$ cat config.mk
export PLATFORM = sky130hd
export DESIGN_NAME = lsu_mem_stage
export DESIGN_NICKNAME = d
export VERILOG_FILES = /design/src/rtl/lsu_mem_stage_pkg.sv /design/src/rtl/lsu_align.sv /design/src/rtl/lsu_mem_stage.sv
export SDC_FILE = /design/constraint.sdc
export NUM_CORES = 1
export LEC_CHECK = 0
export CAP_MARGIN = 20
export CORE_MARGIN = 1
export CORE_UTILIZATION = 48
export DETAILED_ROUTE_END_ITERATION = 6
export GPL_TIMING_DRIVEN = 0
export HOLD_SLACK_MARGIN = 0.03
export PLACE_DENSITY = 0.81
export SYNTH_ARGS = -nofsm -noshare
export SYNTH_HDL_FRONTEND = slang
export SYNTH_SLANG_ARGS = --single-unit
$ cat constraint.sdc
create_clock -name clk -period 2.6 [get_ports clk]
set_input_delay 0.26 -clock clk [delete_from_list [all_inputs] [get_ports clk]]
set_output_delay 0.26 -clock clk [all_outputs]
set_load 0.05 [all_outputs]
$ cat src/rtl/lsu_mem_stage_pkg.sv
// rtl/lsu_mem_stage_pkg.sv - opcode/funct3 constants and lane helpers shared by the load/store unit
package lsu_mem_stage_pkg;

  localparam logic [6:0] opcode_i_ld = 7'b0000011;
  localparam logic [6:0] opcode_s    = 7'b0100011;

  localparam logic [2:0] funct3_lb  = 3'b000;
  localparam logic [2:0] funct3_lh  = 3'b001;
  localparam logic [2:0] funct3_lw  = 3'b010;
  localparam logic [2:0] funct3_ld  = 3'b011;
  localparam logic [2:0] funct3_lbu = 3'b100;
  localparam logic [2:0] funct3_lhu = 3'b101;
  localparam logic [2:0] funct3_lwu = 3'b110;
  localparam logic [2:0] funct3_sb  = 3'b000;
  localparam logic [2:0] funct3_sh  = 3'b001;
  localparam logic [2:0] funct3_sw  = 3'b010;
  localparam logic [2:0] funct3_sd  = 3'b011;

  // Byte-lane enable pattern for an access of 1, 2, 4 or 8 bytes at offset 0.
  function automatic logic [7:0] size_mask(input logic [1:0] size);
    case (size)
      2'd0:    size_mask = 8'h01;
      2'd1:    size_mask = 8'h03;
      2'd2:    size_mask = 8'h0F;
      default: size_mask = 8'hFF;
    endcase
  endfunction

endpackage

$ cat src/rtl/lsu_align.sv
// rtl/lsu_align.sv - size/offset decode: strobes, store lane shift, misalignment, load extraction
module lsu_align
  import lsu_mem_stage_pkg::*;
#(
  parameter int XLEN = 32,
  localparam int STRB_W = XLEN / 8,
  localparam int OFF_W  = $clog2(STRB_W)
) (
  input  logic [2:0]        funct3,
  input  logic              is_store,
  input  logic [OFF_W-1:0]  off,
  input  logic [XLEN-1:0]   store_data,
  input  logic [XLEN-1:0]   load_data,
  output logic [STRB_W-1:0] strb,
  output logic [XLEN-1:0]   wdata,
  output logic [XLEN-1:0]   rdata_ext,
  output logic              misaligned
);

  logic [1:0]      size;
  logic [OFF_W-1:0] align_mask;
  logic            illegal;
  logic [XLEN-1:0] shifted;

  assign size       = funct3[1:0];
  assign align_mask = OFF_W'((4'd1 << size) - 4'd1);

  // Stores have no unsigned variants; 64-bit widths only exist on RV64.
  always_comb begin
    illegal = (funct3 == 3'b111) || (is_store && funct3[2]);
    if (XLEN == 32 && (funct3 == funct3_ld || funct3 == funct3_lwu)) begin
      illegal = 1'b1;
    end
  end

  assign misaligned = illegal || (|(off & align_mask));
  assign strb       = STRB_W'(size_mask(size)) << off;
  assign wdata      = store_data << {off, 3'b000};
  assign shifted    = load_data >> {off, 3'b000};

  always_comb begin
    case (funct3)
      funct3_lb:  rdata_ext = XLEN'($signed(shifted[7:0]));
      funct3_lh:  rdata_ext = XLEN'($signed(shifted[15:0]));
      funct3_lw:  rdata_ext = XLEN'($signed(shifted[31:0]));
      funct3_lbu: rdata_ext = XLEN'(shifted[7:0]);
      funct3_lhu: rdata_ext = XLEN'(shifted[15:0]);
      funct3_lwu: rdata_ext = XLEN'(shifted[31:0]);
      default:    rdata_ext = shifted;
    endcase
  end

endmodule

$ cat src/rtl/lsu_mem_stage.sv
// rtl/lsu_mem_stage.sv - handshaked MEM-stage load/store unit with misalignment and timeout detection
module lsu_mem_stage
  import lsu_mem_stage_pkg::*;
#(
  parameter int XLEN    = 32,
  parameter int TIMEOUT = 64,
  localparam int STRB_W = XLEN / 8,
  localparam int OFF_W  = $clog2(STRB_W)
) (
  input  logic              clk,
  input  logic              rst_n,
  input  logic              in_valid,
  output logic              in_ready,
  input  logic [6:0]        in_opcode,
  input  logic [2:0]        in_funct3,
  input  logic [4:0]        in_rd,
  input  logic [XLEN-1:0]   in_alu_out,
  input  logic [XLEN-1:0]   in_rs2_data,
  output logic              mem_req_valid,
  input  logic              mem_req_ready,
  output logic [XLEN-1:0]   mem_addr,
  output logic              mem_we,
  output logic [STRB_W-1:0] mem_wstrb,
  output logic [XLEN-1:0]   mem_wdata,
  input  logic              mem_rsp_valid,
  input  logic [XLEN-1:0]   mem_rdata,
  output logic              out_valid,
  input  logic              out_ready,
  output logic [XLEN-1:0]   out_data,
  output logic [4:0]        out_rd,
  output logic [6:0]        out_opcode,
  output logic [2:0]        out_funct3,
  output logic              out_misaligned,
  output logic              out_bus_err,
  output logic [XLEN-1:0]   out_fault_addr
);

  localparam logic [1:0] st_idle = 2'd0;
  localparam logic [1:0] st_req  = 2'd1;
  localparam logic [1:0] st_wait = 2'd2;
  localparam logic [1:0] st_done = 2'd3;
  localparam int cnt_w = $clog2(TIMEOUT);

  logic [1:0]        state;
  logic [1:0]        state_nxt;
  logic [cnt_w-1:0]  cnt;
  logic [XLEN-1:0]   alu_q;
  logic              is_load_q;
  logic              in_is_load;
  logic              in_is_store;
  logic              in_is_mem;
  logic              fire;
  logic              timeout_hit;

  logic [2:0]        al_funct3;
  logic [OFF_W-1:0]  al_off;
  logic [STRB_W-1:0] al_strb;
  logic [XLEN-1:0]   al_wdata;
  logic [XLEN-1:0]   al_rdata_ext;
  logic              al_misaligned;

  assign in_is_load  = (in_opcode == opcode_i_ld);
  assign in_is_store = (in_opcode == opcode_s);
  assign in_is_mem   = in_is_load || in_is_store;
  assign fire        = in_valid && in_ready;
  assign timeout_hit = (cnt == cnt_w'(TIMEOUT - 1));

  // One aligner serves both directions: incoming fields while idle, captured fields afterwards.
  assign al_funct3 = in_ready ? in_funct3 : out_funct3;
  assign al_off    = in_ready ? in_alu_out[OFF_W-1:0] : alu_q[OFF_W-1:0];

  lsu_align #(.XLEN(XLEN)) u_align (
    .funct3     (al_funct3),
    .is_store   (in_is_store),
    .off        (al_off),
    .store_data (in_rs2_data),
    .load_data  (mem_rdata),
    .strb       (al_strb),
    .wdata      (al_wdata),
    .rdata_ext  (al_rdata_ext),
    .misaligned (al_misaligned)
  );

  always_ff @(posedge clk or negedge rst_n) begin
    if (!rst_n) begin
      state <= st_idle;
    end else begin
      state <= state_nxt;
    end
  end

  always_comb begin
    state_nxt = state;
    case (state)
      st_idle: begin
        if (in_valid) begin
          state_nxt = (in_is_mem && !al_misaligned) ? st_req : st_done;
        end
      end
      st_req:  if (mem_req_ready) state_nxt = st_wait;
      st_wait: if (mem_rsp_valid || timeout_hit) state_nxt = st_done;
      default: if (out_ready) state_nxt = st_idle;
    endcase
  end

  always_comb begin
    in_ready      = 1'b0;
    mem_req_valid = 1'b0;
    out_valid     = 1'b0;
    case (state)
      st_idle: in_ready      = 1'b1;
      st_req:  mem_req_valid = 1'b1;
      st_done: out_valid     = 1'b1;
      default: ;
    endcase
  end

  always_ff @(posedge clk or negedge rst_n) begin
    if (!rst_n) begin
      cnt            <= '0;
      alu_q          <= '0;
      is_load_q      <= 1'b0;
      mem_addr       <= '0;
      mem_we         <= 1'b0;
      mem_wstrb      <= '0;
      mem_wdata      <= '0;
      out_data       <= '0;
      out_rd         <= '0;
      out_opcode     <= '0;
      out_funct3     <= '0;
      out_misaligned <= 1'b0;
      out_bus_err    <= 1'b0;
      out_fault_addr <= '0;
    end else begin
      case (state)
        st_idle: begin
          cnt <= '0;
          if (fire) begin
            alu_q          <= in_alu_out;
            is_load_q      <= in_is_load;
            out_rd         <= in_rd;
            out_opcode     <= in_opcode;
            out_funct3     <= in_funct3;
            out_bus_err    <= 1'b0;
            out_misaligned <= 1'b0;
            out_fault_addr <= '0;
            if (!in_is_mem) begin
              out_data <= in_alu_out;
            end else if (al_misaligned) begin
              out_data       <= '0;
              out_misaligned <= 1'b1;
              out_fault_addr <= in_alu_out;
            end else begin
              mem_addr  <= {in_alu_out[XLEN-1:OFF_W], {OFF_W{1'b0}}};
              mem_we    <= in_is_store;
              mem_wstrb <= al_strb;
              mem_wdata <= al_wdata;
            end
          end
        end
        st_req: cnt <= '0;
        st_wait: begin
          // A response coincident with the last allowed cycle is still honoured.
          if (mem_rsp_valid) begin
            out_data <= is_load_q ? al_rdata_ext : alu_q;
          end else if (timeout_hit) begin
            out_data       <= '0;
            out_bus_err    <= 1'b1;
            out_fault_addr <= alu_q;
          end else begin
            cnt <= cnt + cnt_w'(1);
          end
        end
        default: ;
      endcase
    end
  end

endmodule

Yosys cells after proc, flatten, opt, wreduce, memory -nomap -nowiden
Index checks and enable logic that the tools add are counted.

cells by class
  eq/ne operators = 23
  reductions and logical operators = 23
  divide/modulo/power cells = 0
  multiplexer cells = 36
  add/subtract/negate cells = 2
  bitwise gates (word level) = 2
  $mul = 0
  magnitude comparators = 0
  shift-type cells = 4

operators with widths
  operator             number
  $mux 32              11
  $pmux 32 s2          2
  $pmux 32 s4          1
  $shl 32x5->32        1
  $shr 32x5->32        1
  $reduce_and 4->1     4
  $ne 2x2->1 const B   7
  $eq 3x3->1 const B   4
  $mux 2               6
  $mux 6               2
  $pmux 4 s3           1
  $pmux 6 s2           1
  $mux 1               9
  $eq 7x2->1 const B   1
  $eq 7x6->1 const B   1
  $add 6x1->6 const B  1
  $eq 2x2->1 const B   3
  $eq 6x6->1 const B   1
  $ne 3x3->1 const B   2
  $pmux 2 s3           1
  $logic_or 1x1->1     5
  $eq 2x1->1 const B   2
  $logic_not 2->1      2
  $reduce_bool 2->1    2
  other kinds (16)     19

word-level totals
  input bits = 117
  logic and storage cells = 105
  bits in writable memories = 0
  bits in registers = 189
  latch bits = 0
  memories kept = 0
  output and inout port bits = 153
  memory bits (read-only) = 0

Logic depth before layout (Yosys ltp)
  word-level depth = 13
  gate-level depth with buffers = 11
  mapped depth without buffers = 8

Hierarchy
From an unflattened synthesis, not the netlist that was laid out.

second synthesis, totals
  cells, all modules = 856
  area, all modules = 9,900.7 um2

modules (own cells, without submodules)
  module         seq. area each (um2)  cells an instance  area an instance (um2)  instances
  lsu_mem_stage  4,729.5               646                8,463.1                 1
  lsu_align      0.0                   210                1,437.6                 1

Worst setup path after synthesis
OpenSTA, ideal clock, no wires.

  path type = reg-to-reg
  from = reg state[0]
  to = reg mem_wdata[26]
  path buffers = 1
  data required time = 2.475 ns
  path slack = -0.083 ns
  stages on the path, launching flop included = 9
  period minus slack after synthesis = 2.683 ns
  data arrival time = 2.558 ns
  library setup time = 0.125 ns
  path through = dfrtp_1 > inv_1 > ha_1 > mux2_2 > nor3_2 > o21ai_2 > nor3_4 > buf_2 > mux2_2

on the way
  longest elaborated chain between the ends = 10
  elaborated cells between the ends (all ways) = 20
  those cells by class = 1 x add/sub; 3 x eq/ne; 2 x shift; 4 x mux; 2 x bitwise; 8 x reduce/logical

RTL lines
  what                               line                  text
  start: declaration                 lsu_mem_stage.sv:44   logic [1:0] state;
  start signal: assignment           lsu_mem_stage.sv:86   state <= st_idle;
  start signal: assignment           lsu_mem_stage.sv:88   state <= state_nxt;
  $logic_not 2->1 *                  lsu_mem_stage.sv:110  case (state)
  $mux 1 *                           lsu_mem_stage.sv:110
  net in_ready                       lsu_mem_stage.sv:13   output logic in_ready,
  $mux 3                             lsu_mem_stage.sv:69   assign al_funct3 = in_ready ? in_funct3 : out_funct3;
  $shl 1x2->2                        lsu_align.sv:26       assign align_mask = OFF_W'((4'd1 << size) - 4'd1);
  $sub 2x1->2                        lsu_align.sv:26
  $and 2x2->2                        lsu_align.sv:36       assign misaligned = illegal || (|(off & align_mask));
  $reduce_or 2->1                    lsu_align.sv:36
  $logic_or 1x1->1                   lsu_align.sv:36
  $not 1->1 (no source line)         -
  $reduce_and 4->1 (no source line)  -
  end signal: assignment             lsu_mem_stage.sv:157  mem_wdata <= al_wdata;
  end: declaration                   lsu_mem_stage.sv:24   output logic [XLEN-1:0] mem_wdata,

The timed path passes the listed nets; every way through them passes the cells marked *.
A chain may end at the register's enable or synchronous reset.

Final worst setup path
  from = reg state[0]
  to = reg mem_wdata[28]

on the way
  longest elaborated chain between the ends = 10
  elaborated cells between the ends (all ways) = 20
  those cells by class = 1 x add/sub; 3 x eq/ne; 2 x shift; 4 x mux; 2 x bitwise; 8 x reduce/logical

RTL lines
  what                               line
  $logic_not 2->1 *                  lsu_mem_stage.sv:110, lsu_mem_stage.sv:135
  $mux 1                             lsu_mem_stage.sv:110
  $mux 3                             lsu_mem_stage.sv:69
  $shl 1x2->2                        lsu_align.sv:26
  $sub 2x1->2                        lsu_align.sv:26
  $and 2x2->2                        lsu_align.sv:36
  $reduce_or 2->1                    lsu_align.sv:36
  $logic_or 1x1->1                   lsu_align.sv:36
  $not 1->1 (no source line)         -
  $reduce_and 4->1 (no source line)  -

Mark *: on every way between the ends. The rest lies on a longest branch, timed or not.

==> flow_summary.ini <==
[run_status]
status = finished, final reports clean

[route]
via_per_inst = 5.91
vias = 9124
ant_nets = 0
drtIter0Drc = 927
route.detailed.drc = 0
wirelength_microns = 32600
drt_first_pass_iters = 5
wl_per_cell_microns = 21.1

[power_and_ir_drop]
comb_power_share_pct = 57.1
leakagePower_uw = 0.00580
p_switching_uw = 8010
p_seq_share_pct = 27.8
clkPwrFrac_pct = 15.1
p_int_uw = 8690
powerDensity_nw_per_um2 = 1260
worst_ir_drop_vdd_mv = 0.912
swShare_pct = 48.0

[global_route]
grt_max_degree = 122
grt_pass1_vias = 8929
grt_pass1_wl_microns = 49700
grt_overflow_total = 0
antenna_found_initial = 0
track_usage_pct = 32.9

[setup_path]
cpMostUsedCell = buf_2
worstPathRequired_ps = 2920
r2r_cells = 9
criticalPathCategory = flip-flop to flip-flop
r2r_start = state[0]
arrival_ps = 2900
start_kind = flip-flop
path_cells = inv_2 -> buf_12 -> ha_4 -> mux2i_1 -> clkbuf_4 -> buf_2 -> buf_2 -> a31oi_1 -> mux2_2
r2r_slack_ps = 20
critPathCaptureType = flip-flop
reg2reg_to = mem_wdata[28]
slowest_stage = dfrtp_1
critPathMaxFanout = 10
worst_path_largest_cell_delay_ps = 410

[finish]
synthToLayoutAreaGrowth_pct = 42.2
n_antenna_cell = 0
drive_gt1_share_pct = 14.6
final_nets = 1393
utilization_pct = 70.2

[timing]
timing.slew.headroom_pct = 51.3
period_minus_slack_ps = 2580
hold_violations = 0
skew_ps = 10.3
tns_ps = 0
tightest_slew_ps = 730
fin_ws_ps = 19.2
post-route-period-util_pct = 99.3
report.final.slew_viol_count = 0
finalSetupViolations = 0
max_freq_mhz = 387

[cts]
cts_sinks = 189
htreeDepth = 4
cts_root_buffer = clkbuf_16
tritoncts = built
clk_pin_slew_ps = 70
worst_skew_pair.late_latency_ps = 440
cts_buffers = 17
clock_path_buffers = 2

[place]
place.gp.congestion = 0.952
dp_hpwl_microns = 24000
place_ws_ps = -313
io_buffers = 267

[synthesis]
netlist_area_sq_um = 9300
synth_cell_types = 55
ys.flop_type = dfrtp_1
synth_async_sr_flop_share_pct = 100
synth-edff-count = 0
synthCells = 972
synth.avg_cell_area_sq_um = 9.57
yosysWarnings = 0
seq_area_frac_synth_pct = 50.9
synth-seq-cells = 189

[floorplanning]
initial_core_util_pct = 49.4
core_area_sq_um = 18800
die_y_microns = 141
pin_count = 270
die_w_microns = 141
row_count = 50
die_area_sq_um = 19900

[worst_hold_path]
min_path_type = input port to async pin

[flow_run]
drv_cap = 0
registers in the layout, summed over array words and instances, names as in the netlist, 2 cells and up:
signal / cells
alu_q: 32
mem_wdata: 32
out_data: 32
out_fault_addr: 32
mem_addr: 30
out_opcode: 7
cnt: 6
out_rd: 5
mem_wstrb: 4
out_funct3: 3
state: 2
cells in the mapped netlist (all sizes together) (7+ instances only):
cell     number  area, sq um
o211ai       16          120
mux2i        18          180
nand2       253          950
o22a          7         61.3
clkbuf       30          113
o31ai        10         75.1
o21ai        18         93.8
a32oi         9         78.8
mux2         62          702
dfrtp       189         4730
a2bb2oi       7         61.3
a22o         10         87.6
a31oi        48          300
inv           7         26.3
nor2        101          379
a221o        32          320
nand3        23          115
buf          43          211
and3          8         50.1
a221oi       15          131
a21oi        20          104
critical path, delay by kind of cell (launching register included):
kind / cells / cell delay [ps]
fa+ha+maj: 1 / 170
flops: 1 / 410
compound gates: 1 / 160
mux: 2 / 570
buf+inv: 5 / 1150
worst max path at each step:
| stage | startpoint | slack [ps] | end |
|---|---|---|---|
| after floorplan | state[0] | 80 | mem_wdata[26] |
| after global placement | rst_n | -6650 | out_fault_addr[5] |
| after detailed placement | state[0] | -310 | mem_wdata[30] |
| after CTS | state[0] | -2 | mem_addr[28] |
| after global routing | state[0] | -80 | mem_wdata[30] |
| final | state[0] | 20 | mem_wdata[28] |
layout make-up:
class                           count  area, sq um
Inverter                            8         30.0
Fill cell                        1436         5610
Clock buffer                       20          447
Timing Repair Buffer              279         2820
Multi-Input combinational cell    703         4390
Clock inverter                     12          110
Sequential cell                   189         4730
Tap cell                          260          325
Buffer                             72          379
timing repair:
item,in CTS,in global routing
endpoints found under the hold margin,68,0
pin swaps,0,4
resized for setup,19,55
hold buffers,1,0
endpoints found under the setup margin,102,130
setup buffers,0,10
cell usage in the layout (no fill, tap or decap), types with 10 or more instances in the layout:
cell             count
a221o_1             32
mux2_2              59
mux2i_1             16
a21oi_1             16
nor2_1              99
o211ai_1            16
clkbuf_16           17
buf_4               14
buf_2               25
nand2_1            252
nand3_1             22
a31oi_1             48
o21ai_0             17
dfrtp_1            189
o31ai_1             10
clkdlybuf4s50_1    266
clkbuf_1            20
routing by layer:
layer  vias to the layer above  part of all wire (%)  track usage, %
met5                         -                     0               0
met4                         0                   4.2            15.4
met3                       100                   8.9            7.03
met2                       505                    46            51.2
met1                      4459                    41            44.1
li1                       4060                     -               -
power by group through the flow:
| stage | combinational, uW | sequential (uW) | clock [uW] |
|---|---|---|---|
| 2_1_floorplan | 3690 | 6860 | 0 |
| 3_3_place_gp | 8820 | 4620 | 0 |
| 3_5_place_dp | 8930 | 4650 | 0 |
| 4_1_cts | 9030 | 4610 | 2540 |
| 5_1_grt | 10000 | 4760 | 2670 |
| 6_report | 9530 | 4640 | 2520 |
per-stage QoR:
step	cell area (sq um)	instances	total power [uW]	hold slack (ps)
after floorplan	9310	973	10500	-35.6
after global placement	12300	1500	13400	451
after detailed placement	12300	1501	13600	254
after CTS	12900	1534	16200	392
after global routing	13200	1543	17400	423
final	13200	1543	16700	381
kinds of logic after synthesis:
kind of cell	after synthesis	share of synthesized area [%]
muxes	80	9.49
other	1	0.0403
buffers and inverters	81	3.81
and+or+nand+nor	404	17.7
adders and majority gates	6	0.807
AOI/OAI and AO/OA	209	17.1
DFF	189	50.9
xor gates and xnor gates	2	0.188
No activity file was read; power rests on OpenSTA's default activity.
